**config.mk**
```make
export PLATFORM = sky130hd
export DESIGN_NAME = spi_shift_engine
export DESIGN_NICKNAME = d
export VERILOG_FILES = /design/src/rtl/spi_shift_engine.sv
export SDC_FILE = /design/constraint.sdc
export NUM_CORES = 1
export LEC_CHECK = 0
export CAP_MARGIN = 20
export CORE_ASPECT_RATIO = 1.5
export CORE_UTILIZATION = 54
export CTS_BUF_LIST = sky130_fd_sc_hd__clkbuf_16
export DETAILED_ROUTE_END_ITERATION = 8
export PLACE_DENSITY = 0.87
export SLEW_MARGIN = 5
export SYNTH_ARGS = -nofsm -noshare
export SYNTH_HDL_FRONTEND = slang
export SYNTH_SLANG_ARGS = --single-unit
```
**constraint.sdc**
```tcl
create_clock -name wb_clk -period 3.67 [get_ports wb_clk]
set_input_delay 1.101 -clock wb_clk [delete_from_list [all_inputs] [get_ports wb_clk]]
set_output_delay 1.101 -clock wb_clk [all_outputs]
set_load 0.01 [all_outputs]
```
**src/rtl/spi_shift_engine.sv**
```systemverilog
// SPI shift engine: gates the free-running sclk onto the pad for len bit periods, shifting
// tx_data out on mosi and miso into rx_data. Define SPI_SHIFT_IRQ_EN for the sticky irq.
module spi_shift_engine #(
    parameter int MAX_LEN = 32
) (
    input  logic               wb_clk,
    input  logic               reset,
    input  logic               sclk,
    input  logic               go,
    input  logic [5:0]         len,
    input  logic               cpol,
    input  logic               cpha,
    input  logic               lsb,
    input  logic [MAX_LEN-1:0] tx_data,
    input  logic               miso,
    output logic [MAX_LEN-1:0] rx_data,
    output logic               busy,
    output logic               done,
    output logic               mosi,
    output logic               sclk_pad,
    output logic               irq,
    input  logic               irq_ack
);
    localparam int IW = $clog2(MAX_LEN);
    localparam int LW = $clog2(MAX_LEN + 1);
    localparam int CW = LW + 1;

    typedef enum logic [1:0] {IDLE, SYNC, RUN, DONE} state_t;
    state_t state, state_d;

    logic               sclk_q;
    logic [MAX_LEN-1:0] tx_l;
    logic [LW-1:0]      len_l;
    logic               cpol_l, cpha_l, lsb_l;
    logic [IW-1:0]      idx;
    logic [CW-1:0]      cnt;

    logic [LW-1:0] len_eff;
    logic          rise, fall, first_lead, last_trail, sample, advance;

    assign len_eff    = (len == 6'd0) ? LW'(MAX_LEN) : LW'(len);
    assign rise       = sclk & ~sclk_q;
    assign fall       = ~sclk & sclk_q;
    // cnt still holds its loaded value only before the very first leading edge
    assign first_lead = rise && (cnt == {len_l, 1'b0});
    assign last_trail = fall && (cnt == CW'(1));
    assign sample     = cpha_l ? fall : rise;
    assign advance    = cpha_l ? (rise && !first_lead) : (fall && !last_trail);

    always_comb begin
        state_d = state;
        case (state)
            IDLE:    if (go) state_d = SYNC;
            SYNC:    if (fall) state_d = RUN;
            RUN:     if (last_trail) state_d = DONE;
            DONE:    state_d = IDLE;
            default: state_d = IDLE;
        endcase
    end

    always_ff @(posedge wb_clk or posedge reset) begin
        if (reset) begin
            state   <= IDLE;
            sclk_q  <= 1'b0;
            tx_l    <= '0;
            len_l   <= '0;
            cpol_l  <= 1'b0;
            cpha_l  <= 1'b0;
            lsb_l   <= 1'b0;
            idx     <= '0;
            cnt     <= '0;
            rx_data <= '0;
        end else begin
            state  <= state_d;
            sclk_q <= sclk;
            case (state)
                IDLE: if (go) begin
                    tx_l    <= tx_data;
                    len_l   <= len_eff;
                    cpol_l  <= cpol;
                    cpha_l  <= cpha;
                    lsb_l   <= lsb;
                    idx     <= lsb ? '0 : IW'(len_eff - LW'(1));
                    rx_data <= '0;
                end
                SYNC: if (fall) cnt <= {len_l, 1'b0};
                RUN: begin
                    if (rise || fall) cnt <= cnt - CW'(1);
                    if (sample) begin
                        if (lsb_l) rx_data[idx] <= miso;
                        else       rx_data <= {rx_data[MAX_LEN-2:0], miso};
                    end
                    if (advance) idx <= lsb_l ? idx + IW'(1) : idx - IW'(1);
                end
                default: ;
            endcase
        end
    end

    // Pad follows sclk only while running; RUN is entered right after a fall, so no runts
    always_comb begin
        sclk_pad = cpol_l;
        case (state)
            IDLE:    sclk_pad = cpol;
            RUN:     sclk_pad = cpol_l ^ sclk;
            default: sclk_pad = cpol_l;
        endcase
    end

    assign mosi = (state == IDLE) ? 1'b0 : tx_l[idx];
    assign busy = (state == SYNC) || (state == RUN);
    assign done = (state == DONE);

`ifdef SPI_SHIFT_IRQ_EN
    // Set on entry to DONE so irq rises with done; an ack during DONE loses to the set
    always_ff @(posedge wb_clk or posedge reset) begin
        if (reset)                                 irq <= 1'b0;
        else if (state_d == DONE || state == DONE) irq <= 1'b1;
        else if (irq_ack)                          irq <= 1'b0;
    end
`else
    logic unused_irq_ack;
    assign unused_irq_ack = irq_ack;
    assign irq = 1'b0;
`endif

endmodule

```
# Yosys cells after proc, flatten, opt, wreduce, memory -nomap -nowiden
# Cells that the tools add are included.
totals:
  ramBits: 0
  romBits: 0
  latchBits: 0
  ff_bits: 88
  elab_cells: 76
  memories: 0
  in_bits: 47
  out_inout_bits: 37
op_classes:
  eq_ne: 11
  n_div: 0
  muxes: 26
  n_lt_le_gt_ge: 2
  n_bitwise: 5
  multipliers: 0
  add_sub_neg: 4
  n_shift: 0
  n_reduce_logical: 18
op_table:
  columns: ["operator", "count"]
  rows:
  - ["2-to-1 mux 32 bit", 3]
  - ["case mux 32 bit (2 select lines)", 1]
  - ["bitwise mux 32 bit", 1]
  - ["2-to-1 mux 5 bit", 4]
  - ["2-to-1 mux 7 bit", 2]
  - ["case mux 7 bit (2 select lines)", 1]
  - ["!= test 2 bit (second input constant)", 6]
  - ["AND reduction 3 bit", 4]
  - ["case mux 5 bit (2 select lines)", 1]
  - ["subtractor 5 x 1 -> 5 bit (second input constant)", 2]
  - ["case mux 2 bit (4 select lines)", 1]
  - ["== test 7 x 1 -> 1 bit (second input constant)", 1]
  - ["== test 7 bit", 1]
  - ["subtractor 7 x 1 -> 7 bit (second input constant)", 1]
  - ["zero test 6 bit", 1]
  - ["less-than comparator 5 x 6 -> 1 bit (second input constant)", 1]
  - ["2-to-1 mux 2 bit", 3]
  - ["2-to-1 mux 6 bit", 1]
  - ["adder 5 x 1 -> 5 bit (second input constant)", 1]
  - ["binary-select mux 1 bit (select 5 bit)", 1]
  - ["demux 1 bit (select 5 bit)", 1]
  - ["greater-or-equal comparator 5 x 1 -> 1 bit (second input constant)", 1]
  - ["logical AND 1 bit", 5]
  - ["2-to-1 mux 1 bit", 5]
  - ["other kinds (11)", 17]

# Logic depth before layout (Yosys ltp)
logic_depth:
  word_depth: 8
  depth_mapped: 9
  mapped_depth_nobuf: 7

# Worst setup path before layout
# Ideal clock, no wire load.
synth_path:
  path_kind: "flip-flop to output port"
  start: "reg idx[0]"
  end: "out mosi"
  t_arrival_ns: 1.517
  path_stages_with_launch: 8
  required_time_ns: 2.569
  setup_slack_ns: 1.052
  path_buffers: 2
  cell_sequence: "dfrtp_1 buf_6 buf_6 mux4_2 inv_1 o22ai_1 nor4_1 nor2_1"
synth_between:
  elab_chain_cells: 3
synth_rtl:
  columns: ["element", "line_no", "source"]
  rows:
  - ["start: declaration", "35", "logic [IW-1:0] idx;"]
  - ["start signal: assignment", "83", "idx <= lsb ? '0 : IW'(len_eff - LW'(1));"]
  - ["start signal: assignment", "93", "if (advance) idx <= lsb_l ? idx + IW'(1) : idx - IW'(1);"]
  - ["binary-select mux 1 bit (select 5 bit)", "110", "assign mosi = (state == IDLE) ? 1'b0 : tx_l[idx];"]
  - ["2-to-1 mux 1 bit (implied by the code)", "110", null]
  - ["2-to-1 mux 1 bit", "110", null]
  - ["end: declaration", "19", "output logic mosi,"]
# No other way between the ends. The select of a mux whose other input is x is not followed.

# Worst setup path after layout
# Same ends and word-level chain as after synthesis.

==> results.yml <==
run_status:
  status: "complete, no violations"
worst_setup_path:
  worst_ep_required_time_ns: 2.57
  timing.reg2reg.worst_path_depth: 6
  startpoint_class: "flop"
  internal_reg_to_reg_setup_slack_ns: 0.92
  timing.critical_path.to_type: "output port"
  r2r_end: "rx_data[15]"
  crit_path_max_fanout: 5
  path_class: "flop to output port"
  slowest_stage: "mux4_2"
  arrival_ns: 2.49
  slowest_delay_ns: 0.52
  worst_reg2reg_startpoint: "state[0]"
  cp_cell_sequence: "buf_4 -> mux4_2 -> inv_1 -> o22ai_1 -> nor4_1 -> nor2_1 -> clkdlybuf4s50_1"
synth:
  postSynth.topFlopCell: "dfrtp_1"
  post_synth_xor_area_fraction: 0.0205
  post_synth.cell_area_avg_sq_um: 9.60
  ys.warnings.count: 0
  synth_compound_gate_area_share: 0.138
  synth_area_in_simple_gates: 0.111
  yosysMostFrequentCell: "dfrtp_1"
  yosysUniqueCellTypes: 51
  largest_family_of_logic_cells_by_synthesized_area: "multiplexers"
  mappedNetlistNets: 596
  synth_async_sr_flop_share: 1.00
  muxShareOfSynthArea: 0.190
  synth.cell_area_sq_mm: 0.00514
  register_area_share_after_synthesis: 0.429
  postSynthCellCount: 535
  synth_top_area_frac: 0.429
  yosys_register_bits: 88
  synth_top_cells_by_area: "dfrtp_1, mux2_2, mux2i_1"
  leading_post_synthesis_cells_by_instance_count: "dfrtp_1, inv_1, nand2_1, o21ai_0, mux2_2"
  synth_enable_flop_cells: 0
  synthAdderAreaFrac: 0.0356
  synth_top_cell_by_area: "dfrtp_1"
drt:
  antenna_left: 0
  drtIter0Drc: 576
  route.vias.total: 4410
  drc_errors: 0
  wl_mm: 12.5
  route.detailed.vias_per_inst: 6.12
  routedWlPerCell_um: 17.4
  detailedRoute.firstPassIterationCount: 5
place:
  placement.io_buffers: 81
  place_congestion: 0.837
  place.detailed.hpwl_mm: 8.52
cts:
  clock_sink_count: 88
  clkLatencyLatePin_ns: 0.35
  holdBufCountCts: 0
  clock_tree.buffer_depth: 2
  htreeDepth: 3
  cts_tree: "done"
  cts-root-buf: "clkbuf_16"
  worst_setup_hold_path_clk_slew_ns: 0.06
  tritoncts.num_buffers: 9
final_layout:
  area_delta_synth_final_pct: 23.3
  multi_input_area_sq_mm: 0.00255
  nets: 665
  antennaDiodeCount: 0
  drive_gt1_frac: 0.143
  final.fill_count: 646
  sequential_cell_area_sq_mm: 0.00220
power_and_ir_drop:
  power_density_mw_per_mm2: 801
  power.ir.vdd_worst_v: 0.000669
  cellLeakagePower_uw: 0.00270
worst_hold_path:
  timing.hold.worst.start: "rx_data[31]"
  holdPathStages: 2
  worst_hold_path.endpoint: "rx_data[31]"
  holdCritPathClass: "flop to flop"
timing:
  worst_max_slew_margin_expressed_relative_to_the_limit: 0.426
  final.hold.worst_slack_ns: 0.492
  transition_at_the_pin_with_the_smallest_max_transition_slack_ns: 0.859
  finalSetupTns_ns: 0
  layout_worst_path_cycle_share: 0.978
  setup_violating_endpoint_count_in_the_final_report: 0
  clock_skew_ns: 0.0123
  slew_viol_final: 0
  finalHoldViolations: 0
  max_freq_mhz: 279
  period_minus_slack_ns: 3.59
floorplanning:
  die-height_um: 121
  die_width_um: 81.6
  die_area_sq_mm: 0.00991
  coreArea_sq_mm: 0.00925
  initial_core_util: 0.555
  rows: 43
  floorplan.io_pins: 84
flow_run:
  timing.max_cap.violations: 0
global_route:
  gr-usage-all-layers: 0.266
  grt_pass1_vias: 4209
  globalRoute.totalOverflow: 0
  grt_pass1_wl_mm: 20.0
  grt_antenna_before_repair: 0
  grt_max_degree: 52
worst max path at each step:
stage,from,endpoint,slack [ns]
3_3_place_gp,sclk,sclk_pad,0.13
3_5_place_dp,sclk,sclk_pad,0.11
5_1_grt,idx[0],mosi,-0.006
6_report,idx[0],mosi,0.08
4_1_cts,idx[0],mosi,0.009
2_1_floorplan,reset,cnt[0],0.29
layout by cell type (no fill, tap or decap), types with 4 or more instances in the layout:
master / n
or3_1: 4
ha_1: 13
clkdlybuf4s50_1: 80
o21ai_0: 48
o22ai_1: 37
nand2_1: 55
mux2_2: 39
inv_1: 54
xor2_1: 5
mux2i_1: 34
nand4_1: 5
buf_4: 10
clkbuf_16: 9
dfrtp_1: 86
nor2_1: 36
a21oi_1: 10
nor3_1: 10
nand3_1: 10
xnor2_1: 7
mux4_2: 8
o21ai_1: 4
sequential cells by signal, summed over array words and instances (netlist names):
signal / count
tx_l: 32
state: 2
idx: 5
len_l: 6
sclk_q: 1
rx_data: 32
cpol_l: 1
cpha_l: 1
cnt: 7
lsb_l: 1
power breakdown:
group          internal, uW  total (uW)  switching, uW
Combinational          1190        2570           1390
Sequential             1310        1590            279
Clock                   526         918            392
final cells by class:
class	count	area share
clock inverter	7	0.0111
timing repair buffer	94	0.147
clock buffer	9	0.0356
sequential	88	0.348
multi-input combinational	355	0.402
inverter	56	0.0334
tap	112	0.0221
metrics by stage:
step,area (sq um),power [uW],worst slack (ns),std cells,util
CTS,6300,5010,0.00885,718,0.681
detailed placement,6010,4080,0.107,702,0.649
floorplan,5140,3470,0.290,535,-
finish,6330,5080,0.0825,721,0.684
global placement,6010,3940,0.130,702,0.649
global route,6330,5370,-0.00647,721,0.684
critical path, delay by kind of cell, from the launching register on:
family	cells	cell delay (ns)
mux	1	0.52
simple gates	2	0.41
flops	1	0.36
buf+inv	3	0.77
compound gates	1	0.09
repair_timing:
action,4_1_cts,5_1_grt
endpoints found under the setup margin,1,2
pin swaps,0,0
setup buffers,0,3
resized for setup,1,3
kinds of logic (layout without fill, tap and decap cells):
kind of cell | Yosys count | in the layout
mux | 82 | 82
fa+ha+maj | 14 | 14
other cells | 1 | 1
buf+inv | 92 | 166
flops | 88 | 88
compound gates | 116 | 116
xor+xnor | 12 | 12
simple gates | 130 | 130
routing by layer:
layer  global-route usage  part of all wire
met1                0.323              0.37
met2                0.444              0.53
met3               0.0489             0.066
met4                0.130             0.033
met5                    0                 0
No activity file was read; power rests on OpenSTA's default activity.
